==> config.mk <==
export PLATFORM = sky130hd
export DESIGN_NAME = mem_block_copier
export DESIGN_NICKNAME = d
export VERILOG_FILES = /design/src/rtl/mem_block_copier_pkg.sv /design/src/rtl/mem_copy_counter.sv /design/src/rtl/mem_block_copier.sv
export SDC_FILE = /design/constraint.sdc
export NUM_CORES = 1
export LEC_CHECK = 0
export CORE_MARGIN = 3
export CORE_UTILIZATION = 58
export DETAILED_ROUTE_END_ITERATION = 10
export DONT_BUFFER_PORTS = 1
export PLACE_DENSITY = 0.74
export SYNTH_ARGS = -nofsm -noshare
export SYNTH_HDL_FRONTEND = slang
export SYNTH_HIERARCHICAL = 1
export SYNTH_SLANG_ARGS = --single-unit
==> constraint.sdc <==
create_clock -name clk -period 1.8 [get_ports clk]
set_input_delay 0.18 -clock clk [delete_from_list [all_inputs] [get_ports clk]]
set_output_delay 0.18 -clock clk [all_outputs]
set_load 0.02 [all_outputs]
==> src/rtl/mem_block_copier_pkg.sv <==
// Shared definitions for the block copier slice.
// Holds the default RAM geometry and the FSM state encoding used by
// mem_block_copier. Imported by the top module.
package mem_block_copier_pkg;

    localparam int MEM_WIDTH  = 12;
    localparam int ADDR_WIDTH = 12;
    localparam int MEM_SIZE   = 4096;

    // Copier FSM encoding, kept as plain constants so older tools and
    // waveform scripts that decode the raw state value keep working.
    localparam logic [1:0] ST_IDLE = 2'd0;
    localparam logic [1:0] ST_RD   = 2'd1;
    localparam logic [1:0] ST_WR   = 2'd2;
    localparam logic [1:0] ST_FIN  = 2'd3;

endpackage

==> src/rtl/mem_copy_counter.sv <==
// Word counters for the block copier.
// A loadable down-counter tracks how many words are still to be copied,
// and a paired up-counter reports how many words have been written.
// Ports:
//   clk, reset   - clock and synchronous active-high reset
//   load         - take load_value into remaining and clear count
//   load_value   - programmed word count
//   step         - one word written: remaining-1, count+1
//   remaining    - words still to copy
//   last         - remaining equals one (the current word is the final one)
//   zero         - remaining equals zero
//   count        - words written since the last load; holds after completion
module mem_copy_counter #(
    parameter int len_width = 13
) (
    input  logic                 clk,
    input  logic                 reset,
    input  logic                 load,
    input  logic [len_width-1:0] load_value,
    input  logic                 step,
    output logic [len_width-1:0] remaining,
    output logic                 last,
    output logic                 zero,
    output logic [len_width-1:0] count
);

    localparam logic [len_width-1:0] ONE = len_width'(1);

    // Load has priority over step; the FSM never asks for both at once,
    // but a fresh command must always start from a clean count.
    always_ff @(posedge clk) begin
        if (reset) begin
            remaining <= '0;
            count     <= '0;
        end else if (load) begin
            remaining <= load_value;
            count     <= '0;
        end else if (step) begin
            remaining <= remaining - ONE;
            count     <= count + ONE;
        end
    end

    assign last = (remaining == ONE);
    assign zero = (remaining == '0);

endmodule

==> src/rtl/mem_block_copier.sv <==
// DMA-style block copier driving one port of the multiport RAM.
// On an accepted start it alternates a read cycle (source address) and a
// write cycle (destination address, data passed straight through from the
// RAM read port) until the programmed number of words is copied, then
// pulses done for one cycle. Copying is strictly ascending; pointers wrap
// modulo the RAM size.
// Ports:
//   clk, reset    - clock and synchronous active-high reset
//   start         - command strobe, only honoured when idle
//   src_addr      - first source word address
//   dst_addr      - first destination word address
//   length        - number of words to copy (0 .. 2^addr_width)
//   mem_address   - RAM port address
//   mem_datain    - RAM port write data
//   mem_write     - RAM port write enable
//   mem_dataout   - RAM port read data, one cycle after the address
//   busy          - copy in progress (read/write phases)
//   done          - one-cycle completion pulse
//   words_copied  - words written by the current or last operation
module mem_block_copier
    import mem_block_copier_pkg::*;
#(
    parameter int mem_width  = MEM_WIDTH,
    parameter int addr_width = ADDR_WIDTH,
    parameter int len_width  = ADDR_WIDTH + 1
) (
    input  logic                  clk,
    input  logic                  reset,
    input  logic                  start,
    input  logic [addr_width-1:0] src_addr,
    input  logic [addr_width-1:0] dst_addr,
    input  logic [len_width-1:0]  length,
    output logic [addr_width-1:0] mem_address,
    output logic [mem_width-1:0]  mem_datain,
    output logic                  mem_write,
    input  logic [mem_width-1:0]  mem_dataout,
    output logic                  busy,
    output logic                  done,
    output logic [len_width-1:0]  words_copied
);

    localparam logic [addr_width-1:0] ADDR_ONE = addr_width'(1);

    logic [1:0]            state;
    logic [addr_width-1:0] src_ptr;
    logic [addr_width-1:0] dst_ptr;
    logic [len_width-1:0]  remaining;
    logic                  last;
    logic                  zero;
    logic                  accept;
    logic                  step;

    assign accept = (state == ST_IDLE) && start;
    assign step   = (state == ST_WR);

    mem_copy_counter #(
        .len_width (len_width)
    ) u_counter (
        .clk        (clk),
        .reset      (reset),
        .load       (accept),
        .load_value (length),
        .step       (step),
        .remaining  (remaining),
        .last       (last),
        .zero       (zero),
        .count      (words_copied)
    );

    // Sequencer and address pointers. Pointers are only captured on an
    // accepted start, so later changes on the command inputs are ignored.
    // The zero check in WR is defensive: a zero-length command never
    // reaches RD/WR, but it guarantees the loop cannot run away.
    always_ff @(posedge clk) begin
        if (reset) begin
            state   <= ST_IDLE;
            src_ptr <= '0;
            dst_ptr <= '0;
        end else begin
            case (state)
                ST_IDLE: begin
                    if (start) begin
                        src_ptr <= src_addr;
                        dst_ptr <= dst_addr;
                        state   <= (length == '0) ? ST_FIN : ST_RD;
                    end
                end
                ST_RD: begin
                    state <= ST_WR;
                end
                ST_WR: begin
                    src_ptr <= src_ptr + ADDR_ONE;
                    dst_ptr <= dst_ptr + ADDR_ONE;
                    state   <= (last || zero) ? ST_FIN : ST_RD;
                end
                default: begin
                    state <= ST_IDLE;
                end
            endcase
        end
    end

    // RAM port drive. In WR the data read during the preceding RD cycle is
    // on mem_dataout and is forwarded combinationally as write data.
    always_comb begin
        mem_address = '0;
        mem_datain  = '0;
        mem_write   = 1'b0;
        case (state)
            ST_RD: begin
                mem_address = src_ptr;
            end
            ST_WR: begin
                mem_address = dst_ptr;
                mem_datain  = mem_dataout;
                mem_write   = 1'b1;
            end
            default: begin
            end
        endcase
    end

    assign busy = (state == ST_RD) || (state == ST_WR);
    assign done = (state == ST_FIN);

endmodule

---- Yosys cells after proc, flatten, opt, wreduce, memory -nomap -nowiden ----
Cells that the tools add are included.
Widths: inputs -> output; s select.
cells by class
  add/sub/neg operators ................... 4
  eq/ne operators ......................... 5
  multiplexer cells ....................... 13
  reductions and logical operators ........ 10
operators with widths
  kind                   count
  $pmux 12 s2            3
  $mux 12                3
  $logic_not 13->1       2
  $mux 13                2
  $add 12x1->12 const B  2
  $add 13x1->13 const B  1
  $eq 13x1->1 const B    1
  $sub 13x1->13 const B  1
  $mux 2                 3
  $pmux 2 s3             1
  $eq 2x2->1 const B     2
  $reduce_bool 2->1      2
  $eq 2x1->1 const B     1
  $logic_not 2->1        1
  $logic_or 1x1->1       2
  $ne 2x2->1 const B     1
  $reduce_and 2->1       1
  $reduce_or 2->1        1
  $logic_and 1x1->1      1
  $mux 1                 1
word-level totals
  flip-flop bits (word level) ............. 52
  bits of input ports ..................... 52
  logic and storage cells ................. 37

---- Depth between registers and ports, before layout ----
  word-level depth ........................ 4
  depth in mapped cells ................... 9

---- Cells and area by module ----
The synthesis kept the hierarchy.
by module, submodules not included
  module            instances  cells an instance  area each (um^2)
  mem_block_copier  1          264                1949.4
  mem_copy_counter  1          164                1355.0

---- Worst setup path after synthesis ----
Ideal clock, no wire load.
  path type ............................... register to output
  start point ............................. register state[0]
  end point ............................... output mem_address[8]
  arrival ................................. 1821 ps
  slack ................................... -201 ps
  cell stages (with the launch flop) ...... 7
  buffers on the path ..................... 2
  cells stage by stage .................... dfxtp_1 > inv_1 > ha_1 > buf_2 > buf_1 > nand2_1 > a21boi_0
between the ends
  cells in the longest elaborated chain, start to end .. 2
  elaborated cells between the ends (all ways) .. 3
ends and longest elaborated chain
  item                                             RTL line                 source
  start: declaration                               mem_block_copier.sv:44   logic [1:0] state;
  start signal: assignment                         mem_block_copier.sv:85   state <= (length == '0) ? ST_FIN : ST_RD;
  start signal: assignment                         mem_block_copier.sv:94   state <= (last || zero) ? ST_FIN : ST_RD;
  $eq 2x2->1 / $eq 2x1->1 (equally long branches)  mem_block_copier.sv:109  case (state)
  $pmux 12 s2 (*)                                  mem_block_copier.sv:109
  end: declaration                                 mem_block_copier.sv:33   output logic [addr_width-1:0] mem_address,
Every way passes the cells marked *; elsewhere a longest branch is shown, timed or not.

---- Worst setup path after layout ----
  start point ............................. register u_counter.remaining[8]
  end point ............................... register u_counter.remaining[12]
between the ends
  cells in the longest elaborated chain, start to end .. 3
ends and longest elaborated chain
  item                      RTL line                source
  start: declaration        mem_copy_counter.sv:21  output logic [len_width-1:0] remaining,
  start signal: assignment  mem_copy_counter.sv:36  remaining <= load_value;
  start signal: assignment  mem_copy_counter.sv:39  remaining <= remaining - ONE;
  $sub 13x1->13             mem_copy_counter.sv:39
  $mux 13                   mem_copy_counter.sv:38  end else if (step) begin
  $mux 13                   mem_copy_counter.sv:35  end else if (load) begin
Every way passes these cells. The select of a mux whose other input is x is not followed.
A chain may end at the register's enable or synchronous reset.

==> results.ini <==
[finish]
final.fill_count=403
drive_above_1_share=0.225
sequential_cell_area_mm2=0.00104
multiInputGateArea_mm2=0.00219
number_of_nets_in_the_final_layout=536
area.growth.synth_to_final_pct=23.1
finalCoreUtilization=0.767
num_antenna_cells=0

[power_and_ir_drop]
power_per_cell_area_mw_per_mm2=725
sum_of_internal_switching_and_leakage_power_mw=2.95
combinationalPowerShare=0.313
p_seq_frac=0.454
psw_mw=0.979
power.clock.fraction=0.233
cell_internal_pwr_mw=1.97
max-vdd-ir-drop_v=0.000469
power_leakage_nw=1.54
sw_frac_of_total=0.332

[clock_tree]
clk_pin_slew_worst_paths_ns=0.10
cts_tree=built
cts_buffer_depth=2
root_buffer=clkbuf_8
clock_sinks=52
clock_latency_on_the_worst_skew_pair_ns=0.31
cts.htree.levels=2
numCtsBuffers=5

[routing]
drt_pre_antenna_iters=5
wl_per_cell_um=17.6
drt_drc_violations_left=0
detail_route.vias_per_cell=6.27
number_of_vias_after_detailed_routing=3418
antenna_left=0
count_of_routing_violations_after_the_opening_detailed_route_iteration=230
sum_of_routed_wire_length_over_all_layers_mm=9.59

[die]
initial_utilization=0.623
floorplan.die.width_um=81.5
top_ports=92
floorplan_core_area_mm2=0.00530
die_y_um=81.5
std_cell_rows=26
fp.dieArea_mm2=0.00664

[synth]
ys_seq_elements=52
synth_most_common_cell=dfxtp_1
synth_top_area_frac=0.315
yosys_warnings=6
synth.lib_cells_used.distinct=57
synth_async_sr_flop_share=0
post_synth_inst_count=428
syn-num-nets=490
synth_commonest_cells=dfxtp_1, nor2_1, nand2_1, a21oi_1, nand3_1
average_cell_area_after_synthesis_um2=7.72
synth.yosys.seq_area_share=0.315
mappedNetlistArea_mm2=0.00330
synth_ff_type=dfxtp_1
synth.largest_area_cell=dfxtp_1
synth-edff-count=0
synthTopCellsByArea=dfxtp_1, nor2_1, a21oi_1

[timing]
setup_viol=1
setup_total_negative_slack_ns=-0.0543
timing.final.crit_share=1.03
grt_setup_unrepaired=yes
fmaxAchievable_mhz=539
timing.final.crit_period_ns=1.85
final-max-slew-violation-count=0
setup_ws_ns=-0.0543
whs_ns=0.00966
worst_slew_margin_rel=0.677
worstMarginPinSlew_ns=0.479
final-hold-violation-count=0
timing.clock.skew_ns=0.0114

[worst_setup_path]
worstPathRequired_ns=2.00
worst_path_most_repeated_cell=buf_4
rr_startpoint=u_counter/remaining[8]
timing.critical_path.slowest_cell_delay_ns=0.55
cp_data_arrival_time_ns=2.06
criticalPathCategory=reg2reg
worst-r2r-setup-slack_ns=-0.05
cp_cell_sequence=or4_4 -> nor4_4 -> buf_4 -> buf_4 -> buf_4 -> buf_4 -> buf_4 -> a21o_1 -> nand3_1
r2r_cells=9
crit-reg2reg-capture=u_counter/remaining[12]
cp_max_fo=2
worstSetupEndpointType=register
critical_path.startpoint_type=register
critical_path.slowest_cell=or4_4

[place]
globalplace.congestion=0.826
io_buffers=0
hpwl_mm=6.52
place_ws_ns=-0.0495

[hold_path]
min_delay_path_depth=2
hold_class=in2reg
hp-start=src_addr[9]
holdPathEnd=src_ptr[9]

[global_route]
first_global_vias=3149
grt_start_max_net_pins=46
antenna_violations_before_repair=0
grt_pass1_wl_mm=14.7
global_route.usage.total=0.280
grt_total_ovfl=0

[run_status]
result_of_the_run=finished with violations
failing_checks=negative setup slack

[flow_run]
maxCapViolCount=0

## registers in the layout, summed over array words and instances, names as in the netlist
signal / flops
state: 2
u_counter/count: 13
u_counter/remaining: 13
src_ptr: 12
dst_ptr: 12
## per-stage QoR
step	cells	cell area, µm²
final	545	4070
after global routing	545	4070
after CTS	541	3970
after detailed placement	527	3760
after global placement	527	3760
after floorplan	428	3350
## worst max-delay path: cells and delay by family, from the launching register on
kind | cells | cell delay, ns
flops | 1 | 0.33
simple gates | 3 | 0.79
buf+inv | 5 | 0.52
compound gates | 1 | 0.11
## worst max-delay path by stage
stage / from / to / slack (ns) / cells after the start
final: u_counter/remaining[8] / u_counter/remaining[12] / -0.05 / 9
after global routing: u_counter/remaining[8] / u_counter/remaining[12] / -0.11 / 9
after CTS: u_counter/remaining[8] / state[1] / 0.0004 / 7
after detailed placement: u_counter/remaining[8] / state[1] / -0.05 / 7
after global placement: u_counter/remaining[8] / state[1] / -0.02 / 7
after floorplan: state[0] / mem_address[8] / -0.06 / 6
## cells in the final DEF, fill, tap and decap left out, types with 3 or more instances in the layout
cell type / synthesis / layout
nand2b_1: 3 / 3
o21a_1: 9 / 9
nor3_1: 11 / 11
nand2_1: 30 / 30
mux2_2: 4 / 3
ha_1: 10 / 7
inv_1: 20 / 19
dfxtp_1: 52 / 50
a21oi_1: 27 / 27
nor4_1: 9 / 8
o21ai_0: 17 / 16
nand3b_1: 3 / 3
ha_4: 0 / 3
xor2_1: 11 / 11
buf_4: 1 / 57
buf_12: 0 / 4
clkbuf_8: 0 / 5
nand3_1: 21 / 21
or4_1: 3 / 3
nor2b_1: 14 / 5
o21ai_1: 3 / 4
mux2i_1: 6 / 5
or3_1: 4 / 4
o2bb2ai_1: 4 / 4
nor2b_2: 0 / 9
nand4_1: 10 / 10
a22oi_1: 13 / 12
a211oi_1: 5 / 5
xnor2_1: 6 / 6
a31oi_1: 5 / 5
o22ai_1: 5 / 5
and2_1: 15 / 15
nor2_1: 51 / 50
## repair_timing
| item | 4_1_cts | 5_1_grt |
|---|---|---|
| hold endpoints to repair | 26 | 26 |
| buffers inserted | 5 | 1 |
| gates resized for setup | 11 | 11 |
| pin swaps | 5 | 1 |
| endpoints found under the setup margin | 18 | 20 |
| gates cloned | 1 | 0 |
## cell type report
type | instances | share of cell area
Clock inverter | 3 | 0.00554
Timing Repair Buffer | 65 | 0.141
Sequential cell | 52 | 0.256
Clock buffer | 5 | 0.0169
Tap cell | 70 | 0.0215
Multi-Input combinational cell | 330 | 0.539
Inverter | 20 | 0.0191
## logic make-up after synthesis
kind of cell               count (synthesis)  synth area share
muxes                                     11            0.0363
DFF                                       52             0.315
adders and majority gates                 10            0.0379
xor gates and xnor gates                  17            0.0451
and+or+nand+nor                          188             0.303
AOI/OAI and AO/OA                        104             0.205
buffers and inverters                     46            0.0579
## power by group through the flow
stage | clock network (mW) | logic (mW) | registers (mW)
finish | 0.687 | 0.924 | 1.34
global route | 0.758 | 1.00 | 1.35
CTS | 0.709 | 0.848 | 1.33
detailed placement | 0 | 0.790 | 1.36
global placement | 0 | 0.773 | 1.35
floorplan | 0 | 0.533 | 1.36
## metal layers
layer,track usage,up-vias,routed length (µm)
met5,0,-,0
met4,0.0912,0,195
met3,0.0658,25,883
met2,0.464,179,4530
met1,0.359,1584,3980
li1,-,1630,-
Note: power is estimated with default switching activity, not from simulation.
